`config.mk`:
```
export PLATFORM = sky130hd
export DESIGN_NAME = sort_scheduler
export DESIGN_NICKNAME = d
export VERILOG_FILES = /design/src/rtl/sort_scheduler.sv
export SDC_FILE = /design/constraint.sdc
export NUM_CORES = 1
export LEC_CHECK = 0
export CAP_MARGIN = 20
export CORE_AREA = 2 2 417 419
export CTS_CLUSTER_DIAMETER = 30
export CTS_CLUSTER_SIZE = 25
export DETAILED_ROUTE_END_ITERATION = 6
export DIE_AREA = 0 0 419 421
export PLACE_DENSITY = 0.37
export SYNTH_ARGS = -nofsm -noshare
export SYNTH_HDL_FRONTEND = slang
export SYNTH_SLANG_ARGS = --single-unit
```
`constraint.sdc`:
```
create_clock -name clk -period 23.3 [get_ports clk]
set_input_delay 4.66 -clock clk [delete_from_list [all_inputs] [get_ports clk]]
set_output_delay 4.66 -clock clk [all_outputs]
set_load 0.02 [all_outputs]
```
`src/rtl/sort_scheduler.sv`:
```
// Sort job sequencer: feeds NCHUNK chunks through the sorting network into the input modules, then drains TOTAL merged words.
// Stalls in LOAD until chunk_valid. Stalls in DRAIN while t_empty. A watchdog aborts SORT/ROUTE waits that exceed TIMEOUT.
module sort_scheduler #(
   parameter int NCHUNK  = 8,
   parameter int CHUNK_W = 512,
   parameter int TOTAL   = 128,
   parameter int TIMEOUT = 255
) (
   input  logic               clk,
   input  logic               rst,
   input  logic               start,
   input  logic               chunk_valid,
   input  logic [CHUNK_W-1:0] chunk_data,
   output logic               chunk_ready,
   output logic [CHUNK_W-1:0] s_din,
   output logic               s_ena,
   input  logic               s_valid,
   output logic [NCHUNK-1:0]  im_ena,
   input  logic [NCHUNK-1:0]  im_done,
   output logic               t_deq,
   input  logic               t_empty,
   output logic [7:0]         out_cnt,
   output logic               started,
   output logic               finished,
   output logic               busy,
   output logic               err
);

   localparam int IDX_W = (NCHUNK > 1) ? $clog2(NCHUNK) : 1;
   localparam int WD_W  = (TIMEOUT > 1) ? $clog2(TIMEOUT + 1) : 1;
   localparam logic [IDX_W-1:0] LAST_IDX = IDX_W'(NCHUNK - 1);
   localparam logic [WD_W-1:0]  WD_LIMIT = WD_W'(TIMEOUT - 1);
   localparam logic [7:0]       TOTAL_C  = 8'(TOTAL);
   localparam logic [NCHUNK-1:0] ONE_HOT0 = NCHUNK'(1);

   typedef enum logic [2:0] {
      IDLE,
      LOAD,
      SORT,
      ROUTE,
      DRAIN,
      DONE
   } state_t;

   state_t            state;
   state_t            state_nxt;
   logic [IDX_W-1:0]  idx;
   logic [WD_W-1:0]   wdog;

   logic job_clear;
   logic load_fire;
   logic sort_fire;
   logic route_fire;
   logic wd_expire;
   logic wd_at_limit;
   logic wd_enter;

   assign wd_at_limit = (wdog == WD_LIMIT);
   assign wd_enter    = ((state_nxt == SORT)  && (state != SORT)) ||
                        ((state_nxt == ROUTE) && (state != ROUTE));

   always_ff @(posedge clk or posedge rst) begin
      if (rst) begin
         state <= IDLE;
      end else begin
         state <= state_nxt;
      end
   end

   always_comb begin
      state_nxt   = state;
      chunk_ready = 1'b0;
      t_deq       = 1'b0;
      busy        = 1'b0;
      finished    = 1'b0;
      job_clear   = 1'b0;
      load_fire   = 1'b0;
      sort_fire   = 1'b0;
      route_fire  = 1'b0;
      wd_expire   = 1'b0;
      case (state)
         IDLE: begin
            if (start) begin
               job_clear = 1'b1;
               state_nxt = LOAD;
            end
         end
         LOAD: begin
            busy        = 1'b1;
            chunk_ready = 1'b1;
            if (chunk_valid) begin
               load_fire = 1'b1;
               state_nxt = SORT;
            end
         end
         SORT: begin
            busy = 1'b1;
            if (s_valid) begin
               sort_fire = 1'b1;
               state_nxt = ROUTE;
            end else if (wd_at_limit) begin
               wd_expire = 1'b1;
               state_nxt = DONE;
            end
         end
         ROUTE: begin
            busy = 1'b1;
            if (im_done[idx]) begin
               route_fire = 1'b1;
               state_nxt  = (idx == LAST_IDX) ? DRAIN : LOAD;
            end else if (wd_at_limit) begin
               wd_expire = 1'b1;
               state_nxt = DONE;
            end
         end
         DRAIN: begin
            busy = 1'b1;
            if (out_cnt >= TOTAL_C) begin
               state_nxt = DONE;
            end else begin
               t_deq = !t_empty;
               // Leave on the same cycle the last word is dequeued so DONE never sees t_deq
               if (t_deq && (out_cnt == TOTAL_C - 8'd1)) begin
                  state_nxt = DONE;
               end
            end
         end
         DONE: begin
            finished = 1'b1;
            if (start) begin
               job_clear = 1'b1;
               state_nxt = LOAD;
            end
         end
         default: begin
            state_nxt = IDLE;
         end
      endcase
   end

   always_ff @(posedge clk or posedge rst) begin
      if (rst) begin
         idx     <= '0;
         s_din   <= '0;
         s_ena   <= 1'b0;
         im_ena  <= '0;
         out_cnt <= '0;
         started <= 1'b0;
         err     <= 1'b0;
         wdog    <= '0;
      end else begin
         s_ena <= load_fire;
         if (load_fire) begin
            s_din <= chunk_data;
         end

         if (job_clear) begin
            idx     <= '0;
            out_cnt <= '0;
            started <= 1'b0;
            err     <= 1'b0;
         end

         if (sort_fire) begin
            im_ena <= ONE_HOT0 << idx;
         end else if (route_fire) begin
            im_ena <= '0;
            if (idx != LAST_IDX) begin
               idx <= idx + 1'b1;
            end
         end else if (wd_expire) begin
            im_ena <= '0;
            err    <= 1'b1;
         end

         if (t_deq) begin
            started <= 1'b1;
            if (out_cnt != 8'hFF) begin
               out_cnt <= out_cnt + 8'd1;
            end
         end

         if (wd_enter) begin
            wdog <= '0;
         end else if ((state == SORT) || (state == ROUTE)) begin
            wdog <= wdog + 1'b1;
         end
      end
   end

endmodule

```
==> out/metrics.cfg <==
[clock_tree]
cts_sinks = 545
cts_buffers = 183
post-cts-setup-buffer-count = 0
root_buffer = clkbuf_16
cts-hold-fix-buffers = 0
cts_resized = 0
path_clk_slew_ns = 0.04
cts_max_level = 4
cts_tree = done
insertion_delay_ns = 0.78
cts_max_path_buffers = 3

[routing]
wire_per_inst_um = 20.0
avgViaCountPerCell = 3.38
ant_nets = 0
routed_wl_um = 119000
drt_iter0_drc = 1071
drtPass1Iterations = 5
drc = 0
via_count = 20200

[power]
intPower_w = 0.00403
leakagePower_nw = 18.8
ir_drop_mv = 0.0620
p_sw_w = 0.00239
seqPwrFrac_pct = 25.4
power.clock.fraction_pct = 37.2
p_per_area_nw_per_um2 = 159
swShare_pct = 37.2
comb_power_share_pct = 37.4

[timing]
setup_viol = 0
tightest_slew_ns = 1.08
min_period_ns = 11.31
period_share_pct = 48.6
fin_setup_tns_ns = 0
relSlewSlack_pct = 27.9
fin_skew_ns = 0.0488
post-route-worst-setup-slack_ns = 11.99
rsz0062_at_grt = no
max_freq_mhz = 88.4
hold_violations = 0
timing.final.max_slew_violations = 0

[floorplanning]
num_rows = 153
die_width_um = 419
ios = 1061
core_um2 = 172000
die_y_um = 421
dieArea_um2 = 176000
initial_core_util_pct = 12.1

[synthesis]
synthMuxAreaShare_pct = 0.419
synth_top_family_by_area = simple AND/OR/NAND/NOR gates
syn-cell-area_um2 = 20900
synth_xor_area_share_pct = 0.586
yosys_warnings = 0
synth_area_leaders = dfrtp_1 (65%), nand2_1 (28%), buf_2 (1.3%), clkbuf_1 (1.1%), ha_1 (0.60%)
synth_edf_count = 0
synth_nets = 2877
synth_top_area_cell = dfrtp_1
yosysUniqueCellTypes = 47
netlist_instances = 2341
syn_area_per_cell_um2 = 8.94
synth-adder-area-share_pct = 0.598
synth_top_cell_area_share_pct = 65.2
async_flop_share_pct = 100
synth_compound_area_share_pct = 0.963
ys.flop_type = dfrtp_1
synth_most_common_cell = nand2_1
seq_area_frac_synth_pct = 65.2
synth_common_cells = nand2_1 (1545), dfrtp_1 (545), clkbuf_1 (59)
ys_seq_elements = 545
synth-simple-area-share_pct = 29.5

[status]
status = finished clean

[setup_path]
worstReg2RegStart = state[0]
cp.required_ns = 18.64
rrSetupSlack_ns = 19.43
cp-end-kind = output pin
path_max_fanout = 6
reg2reg_to = s_din[64]
start_kind = input pin
cp.arrival_ns = 6.65
crit_type = input pin to output pin
r2r_cells = 7

[worst_hold_path]
hold_path_depth = 2
min_from = s_din[215]
hp-class = register to register
holdPathEnd = s_din[215]

[flow_run]
cap_violations = 0

[final_layout]
drive_above_1_share_pct = 9.12
syn2layout_area_growth_pct = 92.5
nNetsFinal = 4024

[global_routing]
grtUsageTotal_pct = 13.3
antenna_found_initial = 34
grt.overflow.total = 0
grt_max_degree = 164
grt_pass1_vias = 20800
grt_pass1_wl_um = 166000

[placed_design]
pre_cts_ws_ns = 11.97
io_buffers = 1060
gp_congestion = 0.868
dp_hpwl_um = 90900

-- through the flow --
step / hold WS [ns] / instance area (um2) / instances / utilization (%) / power, W
2_1_floorplan: 0.505 / 20900 / 2341 / - / 0.00270
3_3_place_gp: 0.457 / 34100 / 5627 / 19.8 / 0.00408
3_5_place_dp: 0.461 / 34100 / 5627 / 19.8 / 0.00408
4_1_cts: 0.470 / 40200 / 5965 / 23.3 / 0.00653
5_1_grt: 0.481 / 40300 / 5967 / 23.3 / 0.00678
6_report: 0.464 / 40300 / 5969 / 23.3 / 0.00642
-- cell families (layout without fill, tap and decap cells) --
| group | count (synthesis) | count (layout) |
|---|---|---|
| muxes | 8 | 8 |
| AOI/OAI and AO/OA | 26 | 26 |
| DFF | 545 | 545 |
| other | 0 | 3 |
| buffers and inverters | 130 | 1430 |
| xor gates and xnor gates | 14 | 14 |
| adders and majority gates | 10 | 10 |
| and+or+nand+nor | 1608 | 1608 |
-- worst max path at each step --
stage	startpoint	endpoint	slack (ns)
detailed placement	t_empty	t_deq	11.97
floorplan	rst	err	3.40
finish	t_empty	t_deq	11.99
global route	t_empty	t_deq	11.90
global placement	t_empty	t_deq	11.97
CTS	t_empty	t_deq	11.96
-- cells in the final DEF, fill, tap and decap left out, drive strengths merged, types with 3 or more instances in the layout --
cell	instances
clkinvlp	5
bufinv	6
xor2	5
xnor2	9
diode	3
buf	21
mux2i	5
clkinv	45
inv	16
a22o	9
nand2	1545
clkdlybuf4s50	1060
mux2	3
nand2b	5
dfrtp	545
ha	10
nor2	26
o21ai	4
clkbuf	277
nor2b	4
nand3	6
nor4	6
nand4	3
-- layer usage --
metal | global-route usage [%] | share of wire [%]
met3 | 5.41 | 8.3
met1 | 15.4 | 40
met2 | 22.3 | 49
met5 | 0 | 0.010
met4 | 3.98 | 2.4
-- registers in the layout, indices dropped and copies added, names as in the netlist --
signal,flops
s_ena,1
state,3
out_cnt,8
im_ena,8
started,1
s_din,512
idx,3
wdog,8
err,1
-- power groups by stage --
stage	registers, W	clock network (W)	logic, W
3_3_place_gp	0.00163	0	0.00245
3_5_place_dp	0.00163	0	0.00244
4_1_cts	0.00163	0.00245	0.00245
5_1_grt	0.00168	0.00251	0.00259
2_1_floorplan	0.00211	0	0.000591
6_report	0.00163	0.00239	0.00240
-- worst max-delay path: stages --
cell	delay [ns]
clkdlybuf4s50_1	0.42
or4b_4	0.58
nor2_1	0.31
clkdlybuf4s50_1	0.68
-- layout make-up --
class                      count  area (um2)
fill                       18800      132000
sequential                   545       13600
timing repair buffer        1081       10800
multi-input combinational   1666        6710
clock buffer                 277        5470
tap                         2325        2910
clock inverter                61         679
inverter                      11        56.3
antenna                        3        7.51
Power figures use the tool's default switching activity.
==> variant, RTL diff (same settings) <==
Re-encode `state_t` (6 states) as Gray code, 3 bits wide.
--- a/src/rtl/sort_scheduler.sv
+++ b/src/rtl/sort_scheduler.sv
@@ -34,12 +34,12 @@
    localparam logic [NCHUNK-1:0] ONE_HOT0 = NCHUNK'(1);
 
    typedef enum logic [2:0] {
-      IDLE,
-      LOAD,
-      SORT,
-      ROUTE,
-      DRAIN,
-      DONE
+      IDLE  = 3'b000,
+      LOAD  = 3'b001,
+      SORT  = 3'b011,
+      ROUTE = 3'b010,
+      DRAIN = 3'b110,
+      DONE  = 3'b111
    } state_t;
 
    state_t            state;
Formal check against the unedited RTL: no difference found for any inputs over 4 cycles, from zero or initial values and one cycle with rst high; so few cycles prove little.
==> variant against the unedited design <==
Synthesized area fell by 0.34%. Die area did not move. Design area rose by 1.3%. Power rose by 6.3%. Clock power rose by 5%. Critical path depth did not move. Maximum frequency rose by 3.1%. Wire length fell by 5.9%. Sequential share of layout area fell by 0.45 points. Worst setup slack improved by 0.34 ns. Synthesized cell count fell by 45%. Sequential cell count did not move. Utilization rose by 0.31 points. Critical endpoint unchanged.
==> variant: results (changes against the unedited design) <==
synth top area cells -> dfrtp_1, mux2_2, buf_2, ha_1, mux2i_1
DR top layer -> met5
RR Startpoint -> state[1]
CTS root buffer -> clkbuf_16
CTS Buf Count -> 190 (+3.8%)
Flop+latch power -> 1720 uW (+6%)
status -> complete, no violations
Max VDD drop -> 0.0783 mV (+26%)
Worst path max stage delay -> 0.63 ns (-0.05 ns)
final hold slack -> 0.498 ns (+0.0344 ns)
first-pass GRT wire length -> 151000 um (-9.0%)
Synth Area in Compound Gates -> 0.0123 (+0.00267)
clock skew -> 0.0396 ns (-0.00918 ns)
share of layout cells above drive strength 1 -> 0.321 (+0.230)
Final Net Count -> 3028 (-25%)
Non-Filler Instances -> 5004 (-16%)
Util after Layout -> 0.237 (+0.00315)
met1 WL -> 42100 um (-12%)
DP HPWL -> 88500 um (-2.6%)
Syn Nets -> 1829 (-36%)
crit share post-route -> 0.471 (-0.0145)
vias -> 16300 (-19%)
xor and xnor area share after synthesis -> 0.00420 (-0.00166)
Met3 Wirelength -> 11900 um (+19%)
placed insts -> 4625 (-18%)
DR WL met2 -> 55300 um (-5.8%)
r2r setup slk -> 17.88 ns (-1.55 ns)
drt first pass iters -> 4 (-1)
Comb pwr share -> 0.379 (+0.005)
Post-Synth Adder-Cell Area -> 0.00600 (+0.0000205)
M1 GR Usage -> 0.137 (-0.0176)
1st-iter DRT viols -> 501 (-53%)
routing usage on met2 -> 0.205 (-0.0184)
internal power -> 4490 uW (+12%)
Slew HR -> 0.340 (+0.0611)
gp weighted congestion -> 0.795 (-8.4%)
hold_sp -> started
fillers -> 18200 (-3.0%)
all-layer global routing usage -> 0.124 (-0.00890)
Switching Share -> 0.341 (-0.0310)
sequential area share after synthesis -> 0.654 (+0.00223)
syn_area_per_cell -> 16.1 um2 (+80%)
placed inst area -> 34200 um2 (+0.23%)
largest net degree at the start of global routing -> 134 (-18%)
Hold Path Depth -> 1 (-1)
Arr. time, crit path -> 6.32 ns (-0.33 ns)
Post-Place Worst Slack -> 12.33 ns (+0.357 ns)
met3 usage -> 0.0619 (+0.00788)
drt wl/cell -> 22.4 um (+12%)
Leak -> 0.0163 uW (-13%)
commonest cells in the netlist -> dfrtp_1, mux2_2, buf_2
variant: cell count changes in the layout (fill, tap and decap cells not counted), sizes merged, moves of 11 or more:
| cell | change |
|---|---|
| nand2 | -1524 |
| mux2 | +512 |
| diode | +24 |
| clkbuf | +23 |
| nor2 | -12 |
| o21ai | +11 |
variant: final timing paths:
path                               to
max                             t_deq
min                           started
max reg2reg                s_din[326]
min reg2reg                   started
max in group asynchronous   s_din[49]
min in group asynchronous  s_din[220]
variant: cell type report:
cell class,count,area (um2),area share
Antenna cell,27,67.6,0.00166
Clock buffer,300,5870,0.144
Clock inverter,52,716,0.0175
Inverter,15,63.8,0.00156
Multi-Input combinational cell,664,6810,0.167
Sequential cell,545,13600,0.334
Tap cell,2325,2910,0.0713
Timing Repair Buffer,1076,10700,0.263
variant: cells by family after synthesis:
logic type / after synthesis
and+or+nand+nor: 82
muxes: 524
buffers and inverters: 84
AOI/OAI and AO/OA: 38
xor gates and xnor gates: 10
adders and majority gates: 10
DFF: 545
